===== src/rtl/univ_shift_reg_if.sv =====
// Data/control bundle for univ_shift_reg: operation select, parallel and serial
// inputs, register contents, serial outputs and shift-count status.
interface univ_shift_reg_if #(
  parameter int unsigned WIDTH = 8
);
  localparam int unsigned CW = $clog2(WIDTH);

  logic [2:0]       mode;
  logic [WIDTH-1:0] d;
  logic             sin_l;
  logic             sin_r;
  logic [WIDTH-1:0] q;
  logic             sout_l;
  logic             sout_r;
  logic [CW-1:0]    cnt;
  logic             done;

  modport master (
    output mode, d, sin_l, sin_r,
    input  q, sout_l, sout_r, cnt, done
  );

  modport slave (
    input  mode, d, sin_l, sin_r,
    output q, sout_l, sout_r, cnt, done
  );
endinterface


===== src/rtl/univ_shift_reg.sv =====
// WIDTH-bit universal shift register (hold/load/shift/rotate/ashr/clear) with a
// shift counter that pulses done for one cycle after every WIDTH shifts.
module univ_shift_reg #(
  parameter int unsigned     WIDTH   = 8,
  parameter logic [WIDTH-1:0] RST_VAL = '0
) (
  input logic            clk,
  input logic            res,
  univ_shift_reg_if.slave bus
);
  localparam int unsigned CW = $clog2(WIDTH);

  typedef enum logic [2:0] {
    MODE_HOLD  = 3'b000,
    MODE_LOAD  = 3'b001,
    MODE_SHL   = 3'b010,
    MODE_SHR   = 3'b011,
    MODE_ROL   = 3'b100,
    MODE_ROR   = 3'b101,
    MODE_ASHR  = 3'b110,
    MODE_CLEAR = 3'b111
  } mode_e;

  logic [WIDTH-1:0] q_q, q_d;
  logic [CW-1:0]    cnt_q, cnt_d;
  logic             done_q, done_d;
  logic             shift_c;
  mode_e            mode_c;

  assign mode_c = mode_e'(bus.mode);

  // Next-state data path and shift-count bookkeeping.
  always_comb begin
    q_d     = q_q;
    cnt_d   = cnt_q;
    done_d  = 1'b0;
    shift_c = 1'b0;
    unique case (mode_c)
      MODE_HOLD: ;
      MODE_LOAD: begin
        q_d   = bus.d;
        cnt_d = '0;
      end
      MODE_SHL: begin
        q_d     = {q_q[WIDTH-2:0], bus.sin_r};
        shift_c = 1'b1;
      end
      MODE_SHR: begin
        q_d     = {bus.sin_l, q_q[WIDTH-1:1]};
        shift_c = 1'b1;
      end
      MODE_ROL: begin
        q_d     = {q_q[WIDTH-2:0], q_q[WIDTH-1]};
        shift_c = 1'b1;
      end
      MODE_ROR: begin
        q_d     = {q_q[0], q_q[WIDTH-1:1]};
        shift_c = 1'b1;
      end
      MODE_ASHR: begin
        q_d     = {q_q[WIDTH-1], q_q[WIDTH-1:1]};
        shift_c = 1'b1;
      end
      MODE_CLEAR: begin
        q_d   = '0;
        cnt_d = '0;
      end
      default: ;
    endcase
    // Explicit compare so non-power-of-two widths wrap at WIDTH-1 too.
    if (shift_c) begin
      if (cnt_q == CW'(WIDTH - 1)) begin
        cnt_d  = '0;
        done_d = 1'b1;
      end else begin
        cnt_d = cnt_q + CW'(1);
      end
    end
  end

  always_ff @(posedge clk) begin
    if (!res) begin
      q_q    <= RST_VAL;
      cnt_q  <= '0;
      done_q <= 1'b0;
    end else begin
      q_q    <= q_d;
      cnt_q  <= cnt_d;
      done_q <= done_d;
    end
  end

  assign bus.q      = q_q;
  assign bus.cnt    = cnt_q;
  assign bus.done   = done_q;
  assign bus.sout_l = q_q[WIDTH-1];
  assign bus.sout_r = q_q[0];
endmodule


===== src/flat_wrapper.sv =====
// flat-port wrapper written by rule: the top's interface ports become plain ports
module univ_shift_reg_flat 
#(
  parameter int unsigned     WIDTH   = 8,
  parameter logic [WIDTH-1:0] RST_VAL = '0
)
  (clk, res, bus_mode, bus_d, bus_sin_l, bus_sin_r, bus_q, bus_sout_l, bus_sout_r, bus_cnt, bus_done);
  univ_shift_reg_if #(.WIDTH(WIDTH)) bus_i ();
  input logic clk;
  input logic res;
  input wire logic [$bits(bus_i.mode)-1:0] bus_mode;
  input wire logic [$bits(bus_i.d)-1:0] bus_d;
  input wire logic [$bits(bus_i.sin_l)-1:0] bus_sin_l;
  input wire logic [$bits(bus_i.sin_r)-1:0] bus_sin_r;
  output wire logic [$bits(bus_i.q)-1:0] bus_q;
  output wire logic [$bits(bus_i.sout_l)-1:0] bus_sout_l;
  output wire logic [$bits(bus_i.sout_r)-1:0] bus_sout_r;
  output wire logic [$bits(bus_i.cnt)-1:0] bus_cnt;
  output wire logic [$bits(bus_i.done)-1:0] bus_done;
  assign bus_i.mode = bus_mode;
  assign bus_i.d = bus_d;
  assign bus_i.sin_l = bus_sin_l;
  assign bus_i.sin_r = bus_sin_r;
  assign bus_q = bus_i.q;
  assign bus_sout_l = bus_i.sout_l;
  assign bus_sout_r = bus_i.sout_r;
  assign bus_cnt = bus_i.cnt;
  assign bus_done = bus_i.done;
  univ_shift_reg #(.WIDTH(WIDTH), .RST_VAL(RST_VAL)) u_core (.clk(clk), .res(res), .bus(bus_i));
endmodule

===== config.mk =====
export PLATFORM = sky130hd
export DESIGN_NAME = univ_shift_reg_flat
export DESIGN_NICKNAME = d
export VERILOG_FILES = /design/src/rtl/univ_shift_reg_if.sv /design/src/rtl/univ_shift_reg.sv /design/src/flat_wrapper.sv
export SDC_FILE = /design/constraint.sdc
export NUM_CORES = 1
export LEC_CHECK = 0
export BUFFER_PORTS_ARGS = -buffer_cell sky130_fd_sc_hd__buf_2
export CORE_UTILIZATION = 56
export CTS_BUF_LIST = sky130_fd_sc_hd__clkbuf_8
export DETAILED_ROUTE_END_ITERATION = 8
export HOLD_SLACK_MARGIN = 0.15
export PLACE_DENSITY = 0.95
export SYNTH_ARGS = -nofsm -noshare
export SYNTH_HDL_FRONTEND = slang
export SYNTH_SLANG_ARGS = --single-unit

===== constraint.sdc =====
create_clock -name clk -period 2.67 [get_ports clk]
set_clock_uncertainty 0.2 [all_clocks]
set_input_delay 0.4005 -clock clk [delete_from_list [all_inputs] [get_ports clk]]
set_output_delay 0.4005 -clock clk [all_outputs]
set_load 0.01 [all_outputs]

# ---- Word-level counts from Yosys, hierarchy flattened
# Index checks and enable logic that the tools add are counted.
dict set report word_totals {
  reg_bits 12
  input_bits 15
  elab_cells 27
  out_inout_bits 14
}
dict set report classes {
  n_addsub 1
  n_reduce_logical 7
  eq_ne 8
  muxes 6
  bitwise_logic 1
}
# cell count
set ops {}
lappend ops {{8-bit case mux with 7 select lines} 1}
lappend ops {{3-bit equality test (second input constant)} 5}
lappend ops {{3-bit two-way mux} 3}
lappend ops {{7-bit nonzero test} 1}
lappend ops {{3-bit by 2-bit equality test with 1-bit output (second input constant)} 2}
lappend ops {{6-bit nonzero test} 1}
lappend ops {{5-bit OR reduction} 1}
lappend ops {{2-bit AND reduction} 2}
lappend ops {{3-bit by 1-bit adder with 3-bit output (second input constant)} 1}
lappend ops {{3-bit by 1-bit equality test with 1-bit output (second input constant)} 1}
lappend ops {{1-bit two-way mux} 2}
lappend ops {{2-bit nonzero test} 1}
lappend ops {{2-bit OR reduction} 1}
lappend ops {{1-bit inverter} 1}

# ---- Logic depth before layout (Yosys ltp)
# Gate-level depths: netlist (run 1).
dict set report logic_depth {
  depth_word 4
  depth_mapped 7
  mapped_depth_nobuf 6
}

# ---- Worst setup path after synthesis (run 1)
# No wires, ideal clock.
dict set report synth_timing {
  path_kind {input -> register}
  start {in bus_mode[1]}
  end {reg u_core.q_q[0] (netlist: u_core.bus.q[0])}
  setup_slack_ns 0.798
  stages 6
  t_arrival_ns 1.585
  required_time_ns 2.383
  path_buffers 1
  setup_time_ns 0.087
  path_cell_list {buf_6 > inv_1 > ha_1 > nor4b_2 > nand2_1 > o31ai_1}
}
dict set report synth_between {
  elab_chain_len 2
}
# element line_no
set synth_rtl {}
lappend synth_rtl {{start, declared} flat_wrapper.sv:11} ;# input wire logic [$bits(bus_i.mode)-1:0] bus_mode;
lappend synth_rtl {{3-bit equality test, or another cell as far along} univ_shift_reg.sv:38} ;# unique case (mode_c)
lappend synth_rtl {{8-bit case mux with 7 select lines / 7-bit nonzero test (equally long branches)} n/a}
lappend synth_rtl {{end signal, assigned} univ_shift_reg.sv:87} ;# q_q <= q_d;
lappend synth_rtl {{end, declared} univ_shift_reg.sv:24} ;# logic [WIDTH-1:0] q_q, q_d;
# Parallel ways exist; a longest one is shown, timed or not.
# A chain may end at the register's enable or synchronous reset.

# ---- Worst setup path after layout (run 1)
# Ends and elaborated chain as after synthesis.

==> impl_metrics.env, run 1 <==
export IMPL_swShare=0.2848
export IMPL_path_class="in2reg"
export IMPL_final_hold_viol_count=0
export IMPL_required_ns=2.61
export IMPL_antenna_left=0
export IMPL_nFillCells=98
export IMPL_design_core_area_sq_um=1489
export IMPL_cts_htree_levels=1
export IMPL_yosys_warnings=0
export IMPL_rows=14
export IMPL_die_area_sq_um=1754
export IMPL_grt_pass1_vias=781
export IMPL_p_comb_frac=0.234
export IMPL_cts_buffers=3
export IMPL_fp_dieH_microns=41.89
export IMPL_antenna_found_initial=0
export IMPL_synth_area_sq_um=890.9
export IMPL_n_antenna_cell=0
export IMPL_cellLeakagePower_nw=0.4907
export IMPL_max_clock_freq_mhz=477.9
export IMPL_powerDensity_nw_per_um2=497.1
export IMPL_regArea_sq_um=240.2
export IMPL_period_minus_slack_ns=2.092
export IMPL_drive_gt1_frac=0.3120
export IMPL_syn_nets=118
export IMPL_multi_input_area_sq_um=556.8
export IMPL_clockPowerShare=0.378
export IMPL_die_w_microns=41.89
export IMPL_cap_violations=0
export IMPL_clk_path_buf_depth=2
export IMPL_drt_initial_drc_count=30
export IMPL_fin_ws_ns=0.5775
export IMPL_fin_total_pwr_mw=0.5218
export IMPL_critPathLaunchType="input pin"
export IMPL_routedWlPerCell_microns=14.77
export IMPL_clkTransAtPathRegs_ns=0.05
export IMPL_io_pins=29
export IMPL_port_buffers=28
export IMPL_intPower_mw=0.3732
export IMPL_switchingPower_mw=0.1486
export IMPL_drtPass1Iterations=6
export IMPL_violations="design-rule violations"
export IMPL_synth_seq_area_share=0.2697
export IMPL_tightest_slew_ns=0.6423
export IMPL_routed_wl_mm=2.082
export IMPL_rsz0062_at_grt="false"
export IMPL_relSlewSlack=0.5707
export IMPL_grt_pass1_wl_mm=3.408
export IMPL_cts_tree="built"
export IMPL_grt_start_max_net_pins=22
export IMPL_area_delta_synth_final_pct=17.84
export IMPL_dpl_hpwl_mm=1.494
export IMPL_ys_seq_elements=12
export IMPL_post_cts_buffers=0
export IMPL_finalMaxSlewViolations=0
export IMPL_setup_tns_ns=0
export IMPL_critPathArrivalTime_ns=2.03
export IMPL_overflow=0
export IMPL_outcome="finished with violations"
export IMPL_synth_distinct_cells=30
export IMPL_viasPerCell=6.085
export IMPL_start_util=0.5983
export IMPL_p_seq_frac=0.388
export IMPL_drc=1
export IMPL_hold_buffers=0
export IMPL_vias=858
export IMPL_synth_cells=99
export IMPL_end_kind="flop"
export IMPL_worstPathMaxFanout=13
export IMPL_final_net_count=145
export IMPL_hp_class="in2reg"
export IMPL_syn_avg_cell_area_sq_um=8.999
export IMPL_insertion_delay_ns=0.24
export IMPL_fin_crit_sh=0.7837
export IMPL_gp_congestion=0.8294
export IMPL_track_usage=0.2489
export IMPL_cts_root_buf="clkbuf_8"
export IMPL_dp_slack_ns=0.4068
export IMPL_clock_sinks=12
export IMPL_ir_drop_mv=0.2960
export IMPL_setup_violations=0
export IMPL_cts_resized=0
export IMPL_hold_slack_ns=0.2280
[layer usage]
metal	track usage	wire length [microns]	up-vias
li1	-	-	411
met3	0.03913	147	8
met5	0	0	-
met4	0.1032	48	0
met1	0.3459	907	391
met2	0.3813	977	48
[path summary, 6_finish.rpt]
check | startpoint | endpoint | slack, ns | depth (start not counted)
worst min-delay path | bus_d[1] | u_core.bus.q[1] | 0.23 | 3
worst max-delay path | bus_mode[1] | u_core.bus.q[0] | 0.58 | 6
worst max register to register | u_core.bus.cnt[0] | u_core.bus.cnt[2] | 1.31 | 4
worst min register to register | u_core.bus.q[6] | u_core.bus.q[6] | 0.29 | 2
[area by class of cell]
type,instances,area share
clock buffers,4,0.05244
multi-input cells,71,0.5304
inverters,10,0.03576
repair buffers,28,0.1335
well taps,16,0.01907
flip-flops and latches,12,0.2288
[synth_stat cells (all sizes together)]
| cell type | instances | share of area |
|---|---|---|
| a211oi | 2 | 0.028 |
| a21oi | 2 | 0.011 |
| a22oi | 3 | 0.025 |
| a311oi | 1 | 0.0098 |
| a31o | 1 | 0.0098 |
| and3 | 1 | 0.0070 |
| and3b | 1 | 0.0098 |
| buf | 6 | 0.063 |
| dfxtp | 12 | 0.27 |
| ha | 4 | 0.056 |
| inv | 10 | 0.042 |
| mux2i | 12 | 0.13 |
| nand2 | 12 | 0.051 |
| nand2b | 1 | 0.0070 |
| nand3 | 1 | 0.0056 |
| nand3b | 2 | 0.017 |
| nor2 | 2 | 0.0084 |
| nor2b | 3 | 0.021 |
| nor3 | 1 | 0.0056 |
| nor3b | 1 | 0.014 |
| nor4b | 1 | 0.017 |
| o21ai | 8 | 0.045 |
| o221ai | 1 | 0.0098 |
| o31ai | 2 | 0.022 |
| o32ai | 7 | 0.069 |
| xnor2 | 2 | 0.041 |
[power by group through the flow]
stage          Combinational [mW]  Clock, mW  Sequential (mW)
2_1_floorplan              0.0838          0            0.208
3_3_place_gp                0.114          0            0.205
3_5_place_dp                0.120          0            0.205
4_1_cts                     0.120      0.199            0.202
5_1_grt                     0.133      0.210            0.204
6_report                    0.122      0.197            0.203
[metrics by stage]
stage	cells	util	area, sq um
2_1_floorplan	99	-	890.9
3_3_place_gp	137	0.6681	994.7
3_5_place_dp	137	0.6681	994.7
4_1_cts	141	0.7050	1050
5_1_grt	141	0.7050	1050
6_report	141	0.7050	1050
[worst max-delay path, cell delays in order]
cell and delay, ns:
buf_2 0.27, inv_1 0.11, ha_1 0.39, nor4b_2 0.64
nand2_1 0.13, o31ai_1 0.10
[registers in the layout, indices dropped and copies added (netlist names)]
signal	count
u_core.bus.q	8
u_core.bus.cnt	3
u_core.bus.done	1
[cells by family (layout without fill, tap and decap cells)]
| group | after synthesis | in the layout | synth area share |
|---|---|---|---|
| XOR/XNOR | 2 | 2 | 0.04074 |
| multiplexers | 12 | 12 | 0.1348 |
| buffers and inverters | 16 | 42 | 0.1053 |
| AND/OR/NAND/NOR | 26 | 26 | 0.1629 |
| AO/OA/AOI/OAI | 27 | 27 | 0.2303 |
| flip-flops | 12 | 12 | 0.2697 |
| adder cells (fa/ha/maj) | 4 | 4 | 0.05618 |
[placed cells by master, fill, tap and decap left out, types with 2 or more instances in the layout]
| cell type | instances |
|---|---|
| o32ai_1 | 7 |
| a211oi_2 | 2 |
| nor2_1 | 2 |
| clkbuf_8 | 4 |
| dfxtp_1 | 12 |
| a21oi_1 | 2 |
| o21ai_1 | 8 |
| inv_1 | 9 |
| mux2i_1 | 12 |
| a22oi_1 | 3 |
| nor2b_1 | 3 |
| buf_2 | 28 |
| nand3b_1 | 2 |
| nand2_1 | 12 |
| ha_1 | 4 |
No activity file was read; power rests on OpenSTA's default activity.
==> inputs of run 2 (changes only) <==
- ABC_AREA: not set -> 1
- CORE_UTILIZATION: 56 -> 50
- PLACE_DENSITY: 0.95 -> 0.92
- clock period: 2.67 -> 2.2 ns (I/O delays scaled with it)
==> impl_metrics.env, run 2 <==
export IMPL_outcome="completed"
export IMPL_fin_crit_sh=0.7034
export IMPL_grt_pass1_wl_mm=3.063
export IMPL_p_seq_frac=0.385
export IMPL_drive_gt1_frac=0.3082
export IMPL_viasPerCell=5.234
export IMPL_ir_drop_mv=0.4358
export IMPL_gp_congestion=0.8245
export IMPL_overflow=0
export IMPL_final_util=0.6617
export IMPL_hp_class="in2reg"
export IMPL_cts_root_buf="clkbuf_8"
export IMPL_setup_tns_ns=0
export IMPL_critPathBufInv=3
export IMPL_hold_buffers=0
export IMPL_die_area_sq_um=1805
export IMPL_required_ns=2.14
export IMPL_cts_htree_levels=1
export IMPL_critPathSlowestCell="ha_1"
export IMPL_setup_violations=0
export IMPL_synth_flop_cell="dfxtp_1"
export IMPL_p_comb_frac=0.241
export IMPL_worst_hold_path_endpoint="u_core.bus.done"
export IMPL_insertion_delay_ns=0.25
export IMPL_syn_avg_cell_area_sq_um=6.304
export IMPL_hp_start="res"
export IMPL_met2WireLength_microns=931
export IMPL_swShare=0.3086
export IMPL_max_clock_freq_mhz=646.2
export IMPL_wl_met1_microns=747
export IMPL_path_class="in2reg"
export IMPL_switchingPower_mw=0.2043
export IMPL_cp_common_cell="inv_2"
export IMPL_synth_edf_count=0
export IMPL_grt_start_max_net_pins=15
export IMPL_worstPathMaxFanout=10
export IMPL_clk_path_buf_depth=2
export IMPL_r2r_end="u_core.bus.cnt[0]"
export IMPL_vias=916
export IMPL_post_place_cells=171
export IMPL_start_util=0.5378
export IMPL_tightest_slew_ns=0.3034
export IMPL_synth_common_cells="52 x nand2_1, 12 x dfxtp_1, 10 x nor2_1"
export IMPL_antenna_found_initial=0
export IMPL_wl_met3_microns=139
export IMPL_track_usage=0.2215
export IMPL_period_minus_slack_ns=1.548
export IMPL_grt_pass1_vias=744
export IMPL_routed_wl_mm=1.840
export IMPL_antenna_left=0
export IMPL_final_hold_viol_count=0
export IMPL_post_cts_buffers=0
export IMPL_end_kind="flop"
export IMPL_fp_dieH_microns=42.49
export IMPL_reg2reg_slack_ns=0.88
export IMPL_dp_slack_ns=0.4041
export IMPL_synth_cells=130
export IMPL_largest_reg_flops=8
export IMPL_clockPowerShare=0.373
export IMPL_die_w_microns=42.49
export IMPL_io_pins=29
export IMPL_synth_seq_area_share=0.2931
export IMPL_yosysMostFrequentCell="nand2_1"
export IMPL_rows=14
export IMPL_yosys_warnings=0
export IMPL_hold_depth=3
export IMPL_mostFrequentLayoutCells="52 x nand2_1, 28 x buf_2, 12 x dfxtp_1"
export IMPL_intPower_mw=0.4577
export IMPL_yosysTopAreaCell="dfxtp_1"
export IMPL_clkTransAtPathRegs_ns=0.06
export IMPL_final_net_count=179
export IMPL_drc=0
export IMPL_drtPass1Iterations=4
export IMPL_r2r_cells=5
export IMPL_synth_top_cell_area_share=0.2931
export IMPL_critPathArrivalTime_ns=1.48
export IMPL_n_antenna_cell=0
export IMPL_critPathLaunchType="input pin"
export IMPL_crit_family="buffers and inverters"
export IMPL_slowest_delay_ns=0.34
export IMPL_rsz0062_at_grt="false"
export IMPL_drt_initial_drc_count=27
export IMPL_crit_chain="buf_2, inv_2, ha_1, inv_2, or2_2, nand2_1, a21oi_1"
export IMPL_powerDensity_nw_per_um2=656.4
export IMPL_synth_area_sq_um=819.5
export IMPL_clock_sinks=12
export IMPL_area_delta_synth_final_pct=23.05
export IMPL_routedWlPerCell_microns=10.51
export IMPL_fin_ws_ns=0.6524
export IMPL_relSlewSlack=0.7978
export IMPL_syn_nets=149
export IMPL_synth_area_leaders="dfxtp_1 29%, nand2_1 24%, ha_1 6.1%, a21oi_1 5.5%, nor2_1 4.6%"
export IMPL_synth_distinct_cells=18
export IMPL_finalMaxSlewViolations=0
export IMPL_rr_startpoint="u_core.bus.cnt[0]"
export IMPL_cts_tree="built"
export IMPL_hold_slack_ns=0.2006
export IMPL_cellLeakagePower_nw=0.5735
export IMPL_cts_resized=0
export IMPL_instances_no_fill=175
export IMPL_cap_violations=0
export IMPL_final_common_cell="nand2_1"
export IMPL_ys_seq_elements=12
export IMPL_port_buffers=28
export IMPL_top_layer="met4"
export IMPL_async_flop_share=0
export IMPL_design_core_area_sq_um=1524
export IMPL_cts_buffers=3
export IMPL_dpl_hpwl_mm=1.371
[run 2: per-layer routing]
metal / track usage / vias to the layer above
li1: - / 469
met1: 0.2759 / 399
met2: 0.3815 / 44
met3: 0.03879 / 4
met4: 0.07500 / 0
met5: 0 / -
[run 2: how the worst max path moves through the flow]
| stage | start | endpoint | cells past startpoint |
|---|---|---|---|
| after floorplan | bus_mode[1] | u_core.bus.q[4] | 7 |
| final | bus_mode[2] | u_core.bus.q[0] | 7 |
| after global routing | bus_mode[2] | u_core.bus.q[0] | 7 |
| after CTS | bus_mode[2] | u_core.bus.q[0] | 7 |
| after detailed placement | bus_mode[2] | u_core.bus.q[0] | 7 |
| after global placement | bus_mode[2] | u_core.bus.q[0] | 7 |
[run 2: cell families after synthesis]
| group | Yosys count | share of synthesized area |
|---|---|---|
| AOI/OAI and AO/OA | 18 | 0.1191 |
| adders and majority gates | 4 | 0.06107 |
| buffers and inverters | 18 | 0.1008 |
| DFF | 12 | 0.2931 |
| and+or+nand+nor | 78 | 0.4260 |
[run 2: metrics by stage]
stage / power, mW / area (sq um)
floorplan: 0.3688 / 819.5
global placement: 0.4131 / 953.4
detailed placement: 0.4182 / 953.4
CTS: 0.6603 / 1008
global route: 0.6962 / 1008
finish: 0.6620 / 1008
[run 2: power groups by stage]
stage               Combinational [mW]  Sequential, mW  Clock, mW
global placement                 0.154           0.259          0
CTS                              0.160           0.255      0.245
floorplan                        0.103           0.266          0
global route                     0.180           0.259      0.258
finish                           0.160           0.255      0.247
detailed placement               0.159           0.259          0
[run 2: tightest hold or removal path: cells and delay by family]
family	cells	cell delay, ns
buffers and inverters	1	0.15
AND/OR/NAND/NOR	2	0.12
[run 2: cell type report]
class,instances,area [sq um]
Inverter,15,56.30
Tap cell,16,20.02
Timing Repair Buffer,28,140.1
Fill cell,135,515.5
Multi-Input combinational cell,100,496.7
Sequential cell,12,240.2
Clock buffer,4,55.05
